--- src/rtl/mux_arb_pkg.sv ---
// Shared definitions for the 7-channel round-robin mux arbiter.
//   N_CH    : number of requesting channels (select code 3'b111 unused)
//   SEL_W   : width of the encoded channel select
//   state_t : arbiter FSM state encoding
//   inc_mod7: advance a channel index, wrapping 6 -> 0
package mux_arb_pkg;

  localparam int N_CH  = 7;
  localparam int SEL_W = 3;

  typedef enum logic {
    IDLE  = 1'b0,
    GRANT = 1'b1
  } state_t;

  function automatic logic [SEL_W-1:0] inc_mod7(input logic [SEL_W-1:0] s);
    return (s == 3'd6) ? 3'd0 : s + 3'd1;
  endfunction

endpackage

--- src/rtl/mux_rr_arbiter_pick.sv ---
// Combinational round-robin pick: first set request bit at or after ptr,
// wrapping 6 -> 0.
//   req     : per-channel requests
//   ptr     : highest-priority channel this round (0..6)
//   pick    : chosen channel (meaningful only when any_req=1)
//   any_req : at least one request is set
module rr_priority_pick
  import mux_arb_pkg::*;
(
  input  logic [N_CH-1:0]  req,
  input  logic [SEL_W-1:0] ptr,
  output logic [SEL_W-1:0] pick,
  output logic             any_req
);

  logic [2*N_CH-1:0] dbl;
  logic [N_CH-1:0]   rot;
  logic [SEL_W-1:0]  off;
  logic [SEL_W:0]    sum;

  // Doubling the vector turns the circular rotate into a plain shift:
  // rot[i] = req[(ptr+i) mod 7].
  assign dbl = {req, req};
  assign rot = N_CH'(dbl >> ptr);

  // Descending scan so the lowest set offset wins.
  always_comb begin
    off = '0;
    for (int i = N_CH - 1; i >= 0; i--)
      if (rot[i]) off = SEL_W'(i);
  end

  assign sum     = {1'b0, ptr} + {1'b0, off};
  assign pick    = (sum >= (SEL_W+1)'(N_CH)) ? SEL_W'(sum - (SEL_W+1)'(N_CH))
                                             : sum[SEL_W-1:0];
  assign any_req = |req;

endmodule

--- src/rtl/mux_rr_arbiter.sv ---
// Round-robin arbiter owning the 7-to-1 switch mux select. Grants one
// requester at a time, bounds hold time to MAX_HOLD cycles when others are
// waiting, and registers the selected data bit.
//   clock, resetn : clock (rising edge), async active-low reset
//   req           : level-sensitive per-channel requests
//   data_in       : per-channel data bits
//   grant         : registered one-hot grant (0 when idle)
//   sel           : registered encoded grant (0 when idle)
//   grant_valid   : grant active
//   data_out      : registered data_in[sel] while granted, else 0
//   preempt       : one-cycle pulse when a grant ends by timeout
module mux_rr_arbiter
  import mux_arb_pkg::*;
#(
  parameter int MAX_HOLD = 8,
  parameter int CNT_W    = 8
) (
  input  logic             clock,
  input  logic             resetn,
  input  logic [N_CH-1:0]  req,
  input  logic [N_CH-1:0]  data_in,
  output logic [N_CH-1:0]  grant,
  output logic [SEL_W-1:0] sel,
  output logic             grant_valid,
  output logic             data_out,
  output logic             preempt
);

  localparam logic [CNT_W-1:0] HOLD_LIM = CNT_W'(MAX_HOLD);

  state_t           state, state_n;
  logic [SEL_W-1:0] ptr, ptr_n, sel_n, pick;
  logic [CNT_W-1:0] cnt, cnt_n;
  logic [N_CH-1:0]  grant_n;
  logic             any_req, preempt_n, data_n;

  rr_priority_pick u_pick (
    .req     (req),
    .ptr     (ptr),
    .pick    (pick),
    .any_req (any_req)
  );

  always_comb begin
    state_n   = state;
    ptr_n     = ptr;
    cnt_n     = cnt;
    grant_n   = grant;
    sel_n     = sel;
    preempt_n = 1'b0;
    case (state)
      IDLE: begin
        if (any_req) begin
          state_n = GRANT;
          grant_n = N_CH'(1) << pick;
          sel_n   = pick;
          cnt_n   = CNT_W'(1);
        end else begin
          grant_n = '0;
          sel_n   = '0;
          cnt_n   = '0;
        end
      end
      GRANT: begin
        // Release outranks timeout, so a simultaneous drop never pulses preempt.
        if (!req[sel]) begin
          state_n = IDLE;
          grant_n = '0;
          sel_n   = '0;
          cnt_n   = '0;
          ptr_n   = inc_mod7(sel);
        end else if (cnt == HOLD_LIM && |(req & ~grant)) begin
          state_n   = IDLE;
          grant_n   = '0;
          sel_n     = '0;
          cnt_n     = '0;
          ptr_n     = inc_mod7(sel);
          preempt_n = 1'b1;
        end else if (cnt != HOLD_LIM) begin
          // Saturates so a sole requester keeps the grant indefinitely.
          cnt_n = cnt + CNT_W'(1);
        end
      end
      default: state_n = IDLE;
    endcase
    data_n = (state_n == GRANT) ? data_in[sel_n] : 1'b0;
  end

  always_ff @(posedge clock or negedge resetn) begin
    if (!resetn) begin
      state    <= IDLE;
      ptr      <= '0;
      cnt      <= '0;
      grant    <= '0;
      sel      <= '0;
      data_out <= 1'b0;
      preempt  <= 1'b0;
    end else begin
      state    <= state_n;
      ptr      <= ptr_n;
      cnt      <= cnt_n;
      grant    <= grant_n;
      sel      <= sel_n;
      data_out <= data_n;
      preempt  <= preempt_n;
    end
  end

  assign grant_valid = (state == GRANT);

endmodule

--- config.mk ---
export PLATFORM = sky130hd
export DESIGN_NAME = mux_rr_arbiter
export DESIGN_NICKNAME = d
export VERILOG_FILES = /design/src/rtl/mux_arb_pkg.sv /design/src/rtl/mux_rr_arbiter_pick.sv /design/src/rtl/mux_rr_arbiter.sv
export SDC_FILE = /design/constraint.sdc
export NUM_CORES = 1
export LEC_CHECK = 0
export BUFFER_PORTS_ARGS = -buffer_cell sky130_fd_sc_hd__buf_2
export CAP_MARGIN = 20
export CELL_PAD_IN_SITES_DETAIL_PLACEMENT = 1
export CELL_PAD_IN_SITES_GLOBAL_PLACEMENT = 1
export CORE_ASPECT_RATIO = 1.25
export CORE_MARGIN = 10
export CORE_UTILIZATION = 43
export CTS_BUF_LIST = sky130_fd_sc_hd__clkbuf_8 sky130_fd_sc_hd__clkbuf_16
export DETAILED_ROUTE_END_ITERATION = 7
export PLACE_DENSITY_LB_ADDON = 0.1
export SKIP_CTS_REPAIR_TIMING = 1
export SLEW_MARGIN = 20
export SYNTH_ARGS = -nofsm -noshare
export SYNTH_HDL_FRONTEND = slang
export SYNTH_SLANG_ARGS = --single-unit
export TNS_END_PERCENT = 1
--- constraint.sdc ---
create_clock -name clock -period 5.8 [get_ports clock]
set_input_delay 0.58 -clock clock [delete_from_list [all_inputs] [get_ports clock]]
set_output_delay 0.58 -clock clock [all_outputs]
set_load 0.01 [all_outputs]
==> qor.txt <==
Clock latency on the worst-skew pair = 260 ps
EDFF count, synth = 0
Tot GR Track Use = 14.02%
Final min period = 4781 ps
Die Height = 91.62 um
Post-synth net total = 202
Gate Count Post-Synth = 179
Drt total wl = 4732 um
CP arrival = 4940 ps
Via count = 1484
Max stage delay on crit path = 650 ps
Die ar. = 0.007081 mm2
Mean Syn Cell Area = 9.856 um2
CTS H-tree lvls = 1
Critical path class = flop to flop
GR Overflow Total = 0
Die width = 77.29 um
Tcrit/Tclk final = 82.42%
Power Total = 1244 uW
Fraction of registers with async set/reset = 100.0%
Antenna cells = 0
Post-DP HPWL = 3908 um
Core box area = 0.004034 mm2
RSZ-0062 raised after global routing = false
Worst reg2reg path startpoint = ptr[0]$_DFFE_PN0P_
Largest net degree at the start of global routing = 25
FP Rows = 26
Mapped cell area = 0.001764 mm2
CTS Sinks = 24
Register area share after synthesis = 34.04%
CP Cell Sequence = mux4_2 > mux2_2 > o21ai_0 > nand2_1 > a21oi_1 > ha_1 > inv_1 > fa_1 > inv_1 > ha_1 > nand2_1 > a32oi_1 > xor2_1 > a32o_2 > mux4_2 > a22o_1
Fin nets = 229
CP top delay family = multiplexers
Top FF cell, synth = dfrtp_1
Vias in the first global route = 1663
Port Buf Inserts = 28
Area Overhead vs Synth = 13.62%
Area of the multi-input gates = 0.001094 mm2
Crit start category = flop
Worst Path Max Fanout = 9
Relative slew slack = 62.05%
Final hold vios = 0
Fillers = 492
Worst r2r dst = data_out$_DFF_PN0_
Initial cell density of the core = 43.73%
First-pass GRT wire length = 8362 um
Initial antenna violation count = 0
CTS tree = built
Max cap viols = 0
I/O pins = 29
Synthesis-stage register bit count = 24
DR vias/cell = 5.686
Critical path buffers and inverters = 2
R2R setup slack = 1020 ps
HP Class = input pin to asynchronous set/reset pin
Synth cell types = 44
Share of layout cells above drive strength 1 = 25.37%
Worst Setup End Kind = flop
Max Slew Vio Count = 0
Clk slew on worst S/H paths = 90 ps
First-pass iteration count of the detailed router = 4
# setup viols final = 0
Leak = 0.0009174 uW
WL/cell = 18.13 um
Reg area = 600.6 um2
CP Depth = 16
Root Buffer = clkbuf_8
Post-route antenna net violation count = 0
Gpl congestion = 0.8046
Slowest cell on the critical path = dfrtp_1
Crit path required time = 5960 ps
Yosys warns = 0
Run status = finished, final reports clean
Longest Clk Path Bufs = 2
FF-to-FF path depth = 16
DRC violations left = 0
Setup TNS = 0 ps
Number of CTS-inserted buffers = 3
Worst vdd ir = 0.1906 mV
Pwr/cell area = 620.5 mW/mm2
Clk_skew = 8.146 ps
1st-iter DRT viols = 48
Peak Freq = 209.2 MHz
Actual slew at the worst max-slew pin = 569.3 ps
flip-flops by register name (all words and copies together) (netlist names):
| name | count |
|---|---|
| grant | 7 |
| sel | 3 |
| grant_valid | 1 |
| data_out | 1 |
| ptr | 3 |
| cnt | 8 |
| preempt | 1 |
stage by stage:
stage	std cells	hold WS (ps)	area, um2	worst slack (ps)	utilization [%]
finish	261	307.5	2004	1019	49.69
global route	261	329.9	2004	718.3	49.69
CTS	261	320.9	2004	1031	49.69
detailed placement	257	502.2	1949	1076	48.33
global placement	257	507.2	1949	1202	48.33
floorplan	179	284.4	1764	1583	-
routing by layer:
metal  vias up  GRT usage (%)  wire length [um]
li1        705              -                 -
met1       748          15.40              1850
met2        29          27.44              2697
met3         2          2.246               158
met4         0          2.439                26
met5         -              0                 0
synth_stat cells (all sizes together), types with 2 or more instances:
master | count | area share, %
dfrtp | 24 | 34
nand2 | 19 | 4.0
o21ai | 13 | 3.7
inv | 12 | 2.6
nor2 | 11 | 2.3
mux2i | 10 | 5.7
mux4 | 8 | 10
ha | 6 | 4.3
mux2 | 6 | 4.0
nor2b | 6 | 2.1
xor2 | 6 | 3.0
a21oi | 5 | 1.4
nand2b | 5 | 1.8
nand3 | 5 | 1.4
o211ai | 4 | 2.5
and3 | 3 | 1.1
buf | 3 | 0.78
clkbuf | 3 | 0.64
nand4 | 3 | 1.1
o22ai | 3 | 1.1
a211oi | 2 | 0.85
a31oi | 2 | 1.6
nand4b | 2 | 0.99
nor4 | 2 | 0.71
power breakdown:
group	internal (uW)	switching, uW	leakage [uW]
registers	219	86.1	0.000318
logic	361	467	0.000571
clock network	60.5	50.7	0.0000288
total	640	604	0.000917
placed cells by master (no fill, tap or decap), types with 2 or more instances in the layout:
master and count:
dfrtp_1 24, buf_2 28, nor2b_1 6, inv_1 12
ha_1 6, nand2b_1 5, a211oi_1 2, nor4_1 2
clkbuf_8 4, a21oi_1 5, o211ai_1 3, o22ai_1 3
mux4_2 8, nand4_1 3, o21ai_0 13, nor2_1 11
nand4b_1 2, mux2_2 5, nand2_1 19, and3_1 3
xor2_1 6, nand3_1 5, mux2i_1 10
worst max path at each step:
stage,to,slack [ps],start
finish,data_out$_DFF_PN0_,1020,ptr[0]$_DFFE_PN0P_
CTS,data_out$_DFF_PN0_,1030,ptr[0]$_DFFE_PN0P_
global placement,data_out$_DFF_PN0_,1200,req[4]
floorplan,data_out$_DFF_PN0_,1580,ptr[0]$_DFFE_PN0P_
detailed placement,data_out$_DFF_PN0_,1080,ptr[0]$_DFFE_PN0P_
global route,data_out$_DFF_PN0_,720,ptr[0]$_DFFE_PN0P_
kinds of logic after synthesis:
group	Yosys count	share of synthesized area, %
simple gates	62	17.87
compound gates	37	15.32
mux	24	19.93
flops	24	34.04
buf+inv	18	3.971
xor+xnor	7	3.475
fa+ha+maj	7	5.390
worst register-to-register path: stages, from the launching register on:
cell and delay (ps):
dfrtp_1 650, mux4_2 580, mux2_2 290, o21ai_0 160
nand2_1 70, a21oi_1 160, ha_1 200, inv_1 60
fa_1 440, inv_1 90, ha_1 230, nand2_1 80
a32oi_1 310, xor2_1 400, a32o_2 260, mux4_2 510
a22o_1 190
cell type report:
cell class | count | share of cell area (%)
Inverter | 12 | 2.247
Tap cell | 56 | 3.496
Clock buffer | 4 | 2.747
Sequential cell | 24 | 29.96
Timing Repair Buffer | 28 | 6.991
Multi-Input combinational cell | 137 | 54.56
(Power assumes the default switching activity.)
